$ cat src/rtl/bin2rns_pkg.sv
// bin2rns_pkg: shared parameters, FSM state type and helpers for the
// bit-serial binary-to-RNS forward converter.
//   MOD_NUM  - number of residue channels (fixed by the port list)
//   MOD_SIZE - residue width; moduli are MOD_SIZE+1 bits
//   RANGE    - binary input width
//   CNT_W    - width of the bit counter
package bin2rns_pkg;

  localparam int MOD_NUM  = 4;
  localparam int MOD_SIZE = 3;
  localparam int RANGE    = MOD_NUM * MOD_SIZE;
  localparam int CNT_W    = $clog2(RANGE);

  // Largest legal modulus, 2^MOD_SIZE.
  localparam logic [MOD_SIZE:0] MOD_MAX = {1'b1, {MOD_SIZE{1'b0}}};

  typedef enum logic [1:0] {
    ST_IDLE,
    ST_RUN,
    ST_FIX,
    ST_DONE
  } state_t;

  // A modulus is usable only in 1..2^MOD_SIZE.
  function automatic logic mod_illegal(input logic [MOD_SIZE:0] m);
    return (m == '0) || (m > MOD_MAX);
  endfunction

endpackage

$ cat src/rtl/bin2rns_mod_reduce.sv
// bin2rns_mod_reduce: one residue channel. Holds a latched modulus and a
// running remainder, reduced one input bit per step (MSB first).
// Ports:
//   clk, reset     - clock, synchronous active-high reset
//   load, mod_in   - latch modulus, clear remainder, capture legality
//   step, bit_in   - r <= 2r + bit, minus m when the result reaches m
//   fix, neg       - negate the residue modulo m when the operand was negative
//   residue        - remainder truncated to MOD_SIZE bits
//   illegal        - latched modulus is outside 1..2^MOD_SIZE
module bin2rns_mod_reduce
  import bin2rns_pkg::*;
(
  input  logic                clk,
  input  logic                reset,
  input  logic                load,
  input  logic [MOD_SIZE:0]   mod_in,
  input  logic                step,
  input  logic                bit_in,
  input  logic                fix,
  input  logic                neg,
  output logic [MOD_SIZE-1:0] residue,
  output logic                illegal
);

  logic [MOD_SIZE:0]   m_q, m_d;
  logic [MOD_SIZE+1:0] r_q, r_d;
  logic                illegal_q, illegal_d;
  logic [MOD_SIZE+1:0] r_dbl;
  logic [MOD_SIZE+1:0] m_ext;

  always_comb begin
    m_ext     = {1'b0, m_q};
    // r < m <= 2^MOD_SIZE keeps r's top bit clear, so dropping it is safe.
    r_dbl     = {r_q[MOD_SIZE:0], bit_in};
    m_d       = m_q;
    r_d       = r_q;
    illegal_d = illegal_q;
    if (load) begin
      m_d       = mod_in;
      r_d       = '0;
      illegal_d = mod_illegal(mod_in);
    end else if (step) begin
      r_d = (r_dbl >= m_ext) ? (r_dbl - m_ext) : r_dbl;
    end else if (fix && neg && (r_q != '0)) begin
      r_d = m_ext - r_q;
    end
  end

  always_ff @(posedge clk) begin
    if (reset) begin
      m_q       <= '0;
      r_q       <= '0;
      illegal_q <= 1'b0;
    end else begin
      m_q       <= m_d;
      r_q       <= r_d;
      illegal_q <= illegal_d;
    end
  end

  assign residue = r_q[MOD_SIZE-1:0];
  assign illegal = illegal_q;

endmodule

$ cat src/rtl/bin2rns_seq.sv
// bin2rns_seq: bit-serial binary-to-RNS forward converter, four channels
// in parallel, one conversion at a time with valid/ready on both sides.
// Ports:
//   clk, reset            - clock, synchronous active-high reset
//   in_valid/in_ready     - request handshake (ready only in IDLE)
//   n, mod_1..mod_4       - operand and moduli, latched at accept
//   out_valid/out_ready   - result handshake
//   c0..c3                - residues of n modulo mod_1..mod_4 (0 when err)
//   err                   - at least one modulus outside 1..2^MOD_SIZE
// Build option: BIN2RNS_SIGNED_EN treats n as two's complement; without it
// n is unsigned and FIX is a pass-through cycle (same latency).
//
// state | meaning
// IDLE  | waiting for a request, in_ready high
// RUN   | shifting |n| into all channels, RANGE cycles
// FIX   | sign correction m - r for negative operands
// DONE  | results presented until out_ready
module bin2rns_seq
  import bin2rns_pkg::*;
(
  input  logic                clk,
  input  logic                reset,
  input  logic                in_valid,
  output logic                in_ready,
  input  logic [RANGE-1:0]    n,
  input  logic [MOD_SIZE:0]   mod_1,
  input  logic [MOD_SIZE:0]   mod_2,
  input  logic [MOD_SIZE:0]   mod_3,
  input  logic [MOD_SIZE:0]   mod_4,
  output logic                out_valid,
  input  logic                out_ready,
  output logic [MOD_SIZE-1:0] c0,
  output logic [MOD_SIZE-1:0] c1,
  output logic [MOD_SIZE-1:0] c2,
  output logic [MOD_SIZE-1:0] c3,
  output logic                err
);

  state_t            state_q, state_d;
  logic [CNT_W-1:0]  cnt_q, cnt_d;
  logic [RANGE-1:0]  mag_q, mag_d;
  logic              neg_q, neg_d;
  logic              out_valid_q, out_valid_d;
  logic              err_q, err_d;

  logic                accept;
  logic [MOD_SIZE:0]   mods    [MOD_NUM];
  logic [MOD_SIZE-1:0] res     [MOD_NUM];
  logic [MOD_NUM-1:0]  illegal;

  assign mods[0] = mod_1;
  assign mods[1] = mod_2;
  assign mods[2] = mod_3;
  assign mods[3] = mod_4;

  assign accept = (state_q == ST_IDLE) && in_valid;

  always_comb begin
    state_d     = state_q;
    cnt_d       = cnt_q;
    mag_d       = mag_q;
    neg_d       = neg_q;
    out_valid_d = out_valid_q;
    err_d       = err_q;
    case (state_q)
      ST_IDLE: begin
        if (in_valid) begin
          state_d = ST_RUN;
          cnt_d   = CNT_W'(RANGE - 1);
`ifdef BIN2RNS_SIGNED_EN
          neg_d   = n[RANGE-1];
          // -2^(RANGE-1) negates to itself, which is the correct magnitude.
          mag_d   = n[RANGE-1] ? (~n + 1'b1) : n;
`else
          neg_d   = 1'b0;
          mag_d   = n;
`endif
        end
      end
      ST_RUN: begin
        mag_d = mag_q << 1;
        cnt_d = cnt_q - 1'b1;
        if (cnt_q == '0) state_d = ST_FIX;
      end
      ST_FIX: begin
        state_d     = ST_DONE;
        out_valid_d = 1'b1;
        err_d       = |illegal;
      end
      ST_DONE: begin
        if (out_ready) begin
          state_d     = ST_IDLE;
          out_valid_d = 1'b0;
          err_d       = 1'b0;
        end
      end
      default: state_d = ST_IDLE;
    endcase
  end

  always_ff @(posedge clk) begin
    if (reset) begin
      state_q     <= ST_IDLE;
      cnt_q       <= '0;
      mag_q       <= '0;
      neg_q       <= 1'b0;
      out_valid_q <= 1'b0;
      err_q       <= 1'b0;
    end else begin
      state_q     <= state_d;
      cnt_q       <= cnt_d;
      mag_q       <= mag_d;
      neg_q       <= neg_d;
      out_valid_q <= out_valid_d;
      err_q       <= err_d;
    end
  end

  for (genvar i = 0; i < MOD_NUM; i++) begin : g_ch
    bin2rns_mod_reduce u_ch (
      .clk     (clk),
      .reset   (reset),
      .load    (accept),
      .mod_in  (mods[i]),
      .step    (state_q == ST_RUN),
      .bit_in  (mag_q[RANGE-1]),
      .fix     (state_q == ST_FIX),
      .neg     (neg_q),
      .residue (res[i]),
      .illegal (illegal[i])
    );
  end

  // Held low during reset so no request is taken while the FSM is clearing.
  assign in_ready  = (state_q == ST_IDLE) && !reset;
  assign out_valid = out_valid_q;
  assign err       = err_q;
  assign c0 = (out_valid_q && !err_q) ? res[0] : '0;
  assign c1 = (out_valid_q && !err_q) ? res[1] : '0;
  assign c2 = (out_valid_q && !err_q) ? res[2] : '0;
  assign c3 = (out_valid_q && !err_q) ? res[3] : '0;

endmodule
$ cat config.mk
export PLATFORM = sky130hd
export DESIGN_NAME = bin2rns_seq
export DESIGN_NICKNAME = d
export VERILOG_FILES = /design/src/rtl/bin2rns_pkg.sv /design/src/rtl/bin2rns_mod_reduce.sv /design/src/rtl/bin2rns_seq.sv
export SDC_FILE = /design/constraint.sdc
export NUM_CORES = 1
export LEC_CHECK = 0
export CAP_MARGIN = 20
export CORE_MARGIN = 2
export CORE_UTILIZATION = 59
export DETAILED_ROUTE_END_ITERATION = 6
export PLACE_DENSITY_LB_ADDON = 0.12
export SLEW_MARGIN = 10
export SYNTH_ARGS = -nofsm -noshare
export SYNTH_HDL_FRONTEND = slang
export SYNTH_SLANG_ARGS = --single-unit
$ cat constraint.sdc
create_clock -name clk -period 6.2 [get_ports clk]
set_clock_uncertainty 0.1 [all_clocks]
set_input_delay 1.55 -clock clk [delete_from_list [all_inputs] [get_ports clk]]
set_output_delay 1.55 -clock clk [all_outputs]
set_load 0.01 [all_outputs]
; After elaboration in Yosys (flattened, before gate mapping)
; Cells that the tools add are included.
[word_totals]
ff_bits = 56
inputBits = 32
wordCells = 81
[classes]
addsub = 5
order_cmp = 8
n_eq_ne = 6
mux = 23
n_reduce_logical = 22
[op_table]
columns = op, count
row1 = $mux 4, 9
row2 = $pmux 12 s2, 1
row3 = $ge 5x4->1, 4
row4 = $logic_not 4->1, 5
row5 = $gt 4x4->1 const B, 4
row6 = $sub 4x4->4, 4
row7 = $mux 12, 1
row8 = $mux 3, 4
row9 = $pmux 2 s4, 1
row10 = $pmux 4 s2, 1
row11 = $mux 2, 3
row12 = $ne 2x2->1 const B, 3
row13 = $eq 2x2->1 const B, 2
row14 = $logic_or 1x1->1, 4
row15 = $pmux 1 s2, 2
row16 = $reduce_and 2->1, 2
row17 = $reduce_bool 2->1, 2
row18 = $reduce_or 4->1, 1
row19 = $sub 4x1->4 const B, 1
row20 = $logic_and 1x1->1, 3
row21 = $reduce_and 3->1, 1
row22 = $eq 2x1->1 const B, 1
row23 = $logic_not 1->1, 2
row24 = $logic_not 2->1, 1
row25 = 2 further kinds, 2

; Logic depth before layout (Yosys ltp)
; Gate-level depths: netlist of the first run.
[depth]
ltp_word = 3
depth_mapped = 8

; Modules after synthesis
; Synthesis of the first run repeated with hierarchy kept, for this count alone.
[hier_totals]
hier_cells = 498
area_unflattened_um2 = 4385.5
[by_module_without_submodules]
columns = mod, n_inst, cells_per_inst, area_per_inst_um2, seq_area_each_um2
row1 = bin2rns_mod_reduce (g_ch[0].u_ch ...), 3, 94, 807.0, 200.2
row2 = bin2rns_seq, 1, 124, 1112.3, 400.4
row3 = bin2rns_mod_reduce (g_ch[2].u_ch), 1, 92, 852.1, 200.2

; Worst setup path after synthesis of the first run
; No wires, ideal clock.
[synth_path]
kind = input -> output
startpoint = input reset
endpoint = output in_ready
arrival_ps = 1892
t_required_ps = 4550
setup_slack_ps = 2658
cell_stages = 2
path_buffers = 1
path_cell_list = clkbuf_1 -> nor2b_1
[synth_between]
elab_chain_len = 2
[synth_lines]
columns = element, line
row1 = start: declaration, bin2rns_seq.sv:22  ; input logic reset,
row2 = $logic_not 1->1, bin2rns_seq.sv:135  ; assign in_ready = (state_q == ST_IDLE) && !reset;
row3 = $logic_and 1x1->1, bin2rns_seq.sv:135
row4 = end: declaration, bin2rns_seq.sv:24  ; output logic in_ready,
; No other way between the ends.

; Final worst setup path of the first run
; Ends and elaborated chain as after synthesis.

==> results of run 1 <==
metal layers:
| metal | routed length (um) | GRT usage (%) | vias up |
|---|---|---|---|
| met5 | 0 | 0 | - |
| met4 | 63 | 7.14 | 0 |
| met3 | 254 | 4.65 | 8 |
| met2 | 3540 | 42.6 | 59 |
| met1 | 2960 | 28.5 | 1267 |
| li1 | - | - | 1393 |
power by group through the flow:
stage	Combinational, mW	Sequential [mW]	Clock, mW
final	0.840	0.543	0.237
after global routing	0.941	0.558	0.256
after CTS	0.838	0.543	0.241
after detailed placement	0.827	0.551	0
after global placement	0.804	0.545	0
after floorplan	0.684	0.528	0
critical path, stage by stage:
cell and delay (ns):
clkdlybuf4s50_1 0.42, nor2b_1 0.12, clkdlybuf4s50_1 0.54
registers in the layout, summed over array words and instances (netlist names):
signal / flops
g_ch.u_ch.r_q: 16
out_valid: 1
g_ch.u_ch.illegal: 4
cnt_q: 4
state_q: 2
g_ch.u_ch.m_q: 16
err: 1
mag_q: 12
cell type report:
cell class / count / share of cell area [%]
Clock buffer: 6 / 1.93
Clock inverter: 2 / 0.931
Inverter: 24 / 2.39
Multi-Input combinational cell: 276 / 50.0
Sequential cell: 56 / 29.8
Tap cell: 70 / 2.33
Timing Repair Buffer: 48 / 12.6
cell usage after synthesis, drive strengths merged (4+ instances only):
cell type   n
dfxtp      56
a21oi      39
nand2      38
nor2       27
inv        24
ha         22
mux2i      19
a211oi     18
nor3       17
o21ai      15
and2       13
clkbuf     13
buf         6
nand3b      5
nor2b       5
xor2        5
a21o        4
fa          4
mux2        4
nand2b      4
nor4        4
xnor2       4
cell families after synthesis:
family | share of synthesized area [%]
AOI/OAI and AO/OA | 18.0
buffers and inverters | 5.62
DFF | 35.2
muxes | 7.39
adders and majority gates | 11.2
and+or+nand+nor | 20.1
xor gates and xnor gates | 2.48
per-stage QoR:
step / worst slack, ns / area, um^2 / power [mW] / util, % / hold slack (ns)
detailed placement: 1.93 / 3660 / 1.38 / 70.7 / 0.349
CTS: 1.92 / 3760 / 1.62 / 72.8 / 0.362
global placement: 1.93 / 3660 / 1.35 / 70.7 / 0.345
floorplan: 2.66 / 3180 / 1.21 / - / 0.336
global route: 1.90 / 3760 / 1.76 / 72.8 / 0.375
finish: 1.93 / 3760 / 1.62 / 72.8 / 0.359
final timing paths:
path         cells after the start             endpoint  slack (ns)           startpoint
max                              3             in_ready        1.93                reset
min reg2reg                      2  g_ch[1].u_ch.m_q[1]        0.36  g_ch[1].u_ch.m_q[1]
max reg2reg                      6  g_ch[1].u_ch.r_q[3]        3.45           state_q[0]
min                              2  g_ch[1].u_ch.m_q[1]        0.36  g_ch[1].u_ch.m_q[1]
==> metrics.md, run 1 <==
| Metric | Value |
|---|---|
| Grt ovf | 0 |
| Number of global-route vias before repair | 2614 |
| Final Routed Wirelength | 6.82 mm |
| Sequential power share | 33.5% |
| Synth area leaders | dfxtp_1 (35%), ha_1 (8.6%), mux2i_1 (6.0%), a21oi_1 (5.7%), nand2_1 (4.5%) |
| P_int | 0.960 mW |
| Crit path kind | in -> out |
| Switching Share | 40.8% |
| Logic pwr share | 51.8% |
| Reg area | 0.00112 mm^2 |
| Inserted Clock Buffers | 5 |
| Placed cells | 474 |
| Residual DRC | 0 |
| DP Wirelength | 4.89 mm |
| Final setup violation count | 0 |
| Post-Layout Cell Count | 482 |
| CTS Hold Bufs | 0 |
| Netlist cell types | 41 |
| DR vias/cell | 5.66 |
| Setup TNS | 0 ns |
| Clock Latency Late Sink | 0.31 ns |
| Die Width | 77.5 um |
| Crit Path Max Fanout | 2 |
| GPL Wtd Cong | 0.859 |
| Startpoint Class | input port |
| Worst Hold Class | reg -> reg |
| Fin. Hold Viols | 0 |
| Area Overhead vs Synth | 18.3% |
| Ports | 47 |
| Commonest non-fill, non-tap cell in the layout | dfxtp_1 |
| Commonest cells after routing, fill and taps aside | dfxtp_1 (56), clkdlybuf4s50_1 (46), nand2_1 (38) |
| Post-synth net total | 433 |
| Worst slew pin tran | 0.947 ns |
| Final period utilization | 68.9% |
| Drt first pass iters | 4 |
| Initial antenna violation count | 0 |
| Starting Density | 61.5% |
| Root Driver | clkbuf_8 |
| Antenna cells | 0 |
| Min cycle time layout | 4.27 ns |
| Vias | 2727 |
| Sw power | 0.660 mW |
| Total GRT Usage | 23.7% |
| Seq cells post-synth | 56 |
| Per-cell routed wire length | 14.1 um |
| Worst vdd ir | 0.554 mV |
| Power Dens Cells | 430 mW/mm^2 |
| Die ar. | 0.00600 mm^2 |
| Post-synth ARST share | 0% |
| Placement Rows | 26 |
| EDFF count, synth | 0 |
| Fmax | 234 MHz |
| Max_cap viols | 0 |
| Final net count | 469 |
| Post-CTS setup buffers | 0 |
| Sequential-to-total area share from yosys stat | 35.2% |
| Clock sinks | 56 |
| Die height | 77.5 um |
| Footprint of the multi-input gates | 0.00188 mm^2 |
| TritonCTS clock tree | done |
| Initial DRC Count | 129 |
| Clock-pin slew on the worst setup and hold paths | 0.09 ns |
| Leading area contributor after synthesis | dfxtp_1 |
| Syn. warnings | 0 |
| CP required | 4.55 ns |
| Total core area | 0.00517 mm^2 |
| RSZ-0062 raised after global routing | false |
| Leakage | 1.41 nW |
| Status | finished, final reports clean |
| Gate count after technology mapping | 375 |
| Fill count | 431 |
| Clock Power Share | 14.6% |
| CTS H-tree depth | 2 |
| First-pass GRT wire length | 11.6 mm |
| Slew margin rel. | 36.9% |
| Post-synth top area share | 35.2% |
| Post-CTS sizing | 0 |
| Crit path DAT | 2.62 ns |
| Avg Cell Area, Syn | 8.49 um^2 |
| Crit end category | primary output |
| Antenna-violating nets left | 0 |
| Share of post-route cells with drive strength above 1 | 4.85% |
| Final Slew Violations | 0 |
| Synth Flop Type | dfxtp_1 |
| Largest net degree at the start of global routing | 48 |
| IO buf count | 46 |
| Synth Cell Area | 0.00318 mm^2 |
| Clock tree buffer depth | 2 |
No activity file was read; power rests on OpenSTA's default activity.
==> run 2, diff against run 1 <==
- CORE_UTILIZATION: 59 -> 49
- clock period: 6.2 -> 3.85 ns (I/O delays scaled with it)
==> run 2 against run 1 <==
  * Worst hold slack worse by 0.0013 ns
  * Wire length shrank 2.1%
  * Critical path type is now reg -> out
  * Via count rose by 0.26%
  * Non-clock buffer count is 1 higher
  * Die area up 19%
  * Combinational power is 60% higher
==> metrics.md, run 2 (synthesis results as in run 1) <==
| Metric | Value |
|---|---|
| Status | finished, final reports clean |
| Final net count | 470 |
| Slowest-stage cell, CP | nor2b_1 |
| Final Worst Setup Slack | 0.680 ns |
| Slew margin rel. | 45.5% |
| Worst vdd ir | 0.387 mV |
| Final Slew Violations | 0 |
| Area Overhead vs Synth | 18.4% |
| Crit path kind | reg -> out |
| Residual DRC | 0 |
| DP Wirelength | 4.83 mm |
| Fin. Hold Viols | 0 |
| Worst Hold Class | reg -> reg |
| IO buf count | 46 |
| Placement Rows | 29 |
| CTS Hold Bufs | 0 |
| Clock-pin slew on the worst setup and hold paths | 0.10 ns |
| DR vias/cell | 5.58 |
| Starting Density | 50.4% |
| Die height | 84.6 um |
| Final setup violation count | 0 |
| CTS H-tree depth | 2 |
| Number of global-route vias before repair | 2607 |
| Post-Layout Cell Count | 490 |
| Final period utilization | 82.3% |
| Placed cells | 482 |
| First-pass GRT wire length | 11.4 mm |
| Clock tree buffer depth | 2 |
| Root Driver | clkbuf_8 |
| Power Dens Cells | 678 mW/mm^2 |
| Startpoint Class | flip-flop |
| Inserted Clock Buffers | 5 |
| Grt ovf | 0 |
| Commonest non-fill, non-tap cell in the layout | dfxtp_1 |
| Per-cell routed wire length | 13.6 um |
| Die ar. | 0.00716 mm^2 |
| Crit path DAT | 2.11 ns |
| Setup TNS | 0 ns |
| Clock sinks | 56 |
| Ports | 47 |
| Vias | 2734 |
| Min cycle time layout | 3.17 ns |
| Final Routed Wirelength | 6.67 mm |
| Leading registers by flop count | g_ch.u_ch.m_q x16, g_ch.u_ch.r_q x16, mag_q x12 |
| Post-CTS sizing | 0 |
| Total GRT Usage | 19.3% |
| Largest net degree at the start of global routing | 47 |
| Largest stage delay, worst path | 0.66 ns |
| Die Width | 84.6 um |
| Setup slack at placement | 0.758 ns |
| Antenna-violating nets left | 0 |
| Worst slew pin tran | 0.816 ns |
| Commonest cells after routing, fill and taps aside | dfxtp_1 (56), clkdlybuf4s50_1 (46), nand2_1 (38) |
| Clock Latency Late Sink | 0.31 ns |
| Initial DRC Count | 107 |
| Leakage | 1.41 nW |
| CP cell instances | nor2b_1, and2_1, clkdlybuf4s50_1 |
| Crit end category | primary output |
| CP required | 2.79 ns |
| Crit Path Max Fanout | 12 |
| Total core area | 0.00631 mm^2 |
| Drt first pass iters | 4 |
| Fmax | 315 MHz |
| Share of post-route cells with drive strength above 1 | 5.33% |
| Antenna cells | 0 |
| RSZ-0062 raised after global routing | false |
| Initial antenna violation count | 0 |
| GPL Wtd Cong | 0.820 |
| TritonCTS clock tree | done |
| Post-CTS setup buffers | 0 |
| Max_cap viols | 0 |
[run 2: worst paths after layout]
check | startpoint | endpoint | slack [ns] | cells after the start
max | out_valid | c3[0] | 0.68 | 3
min | g_ch[3].u_ch.m_q[3] | g_ch[3].u_ch.m_q[3] | 0.36 | 2
max reg2reg | state_q[1] | cnt_q[2] | 1.52 | 7
min reg2reg | g_ch[3].u_ch.m_q[3] | g_ch[3].u_ch.m_q[3] | 0.36 | 2
[run 2: worst max-delay path: cells and delay by family, from the launching register on]
family | cells | cell delay [ns]
simple gates | 2 | 0.90
buf+inv | 1 | 0.53
flops | 1 | 0.36
[run 2: per-layer routing]
layer  up-vias  GRT usage [%]  share of wire (%)
met2        54           34.1                 48
met4         0           6.64                1.9
li1       1391              -                  -
met5         -              0                  0
met1      1275           23.6                 46
met3        14           3.24                4.0
[run 2: layout make-up]
| class | instances | area, um^2 |
|---|---|---|
| inverter | 24 | 90.1 |
| multi-input combinational | 276 | 1880 |
| clock inverter | 2 | 13.8 |
| clock buffer | 6 | 82.6 |
| tap | 77 | 96.3 |
| timing repair buffer | 49 | 483 |
| sequential | 56 | 1120 |
| fill | 581 | 2540 |
[run 2: power breakdown]
group	switching, mW	internal, mW	leakage [nW]
Sequential	0.124	0.746	0.460
Clock	0.196	0.148	0.0516
Combinational	0.732	0.609	0.898
[run 2: metrics by stage]
step           util, %  hold WS, ns  area [um^2]  power [mW]
4_1_cts           59.7        0.363         3770        2.58
3_3_place_gp      58.2        0.344         3670        2.20
3_5_place_dp      58.2        0.348         3670        2.23
6_report          59.7        0.358         3770        2.55
2_1_floorplan        -        0.336         3180        1.95
5_1_grt           59.7        0.380         3770        2.79
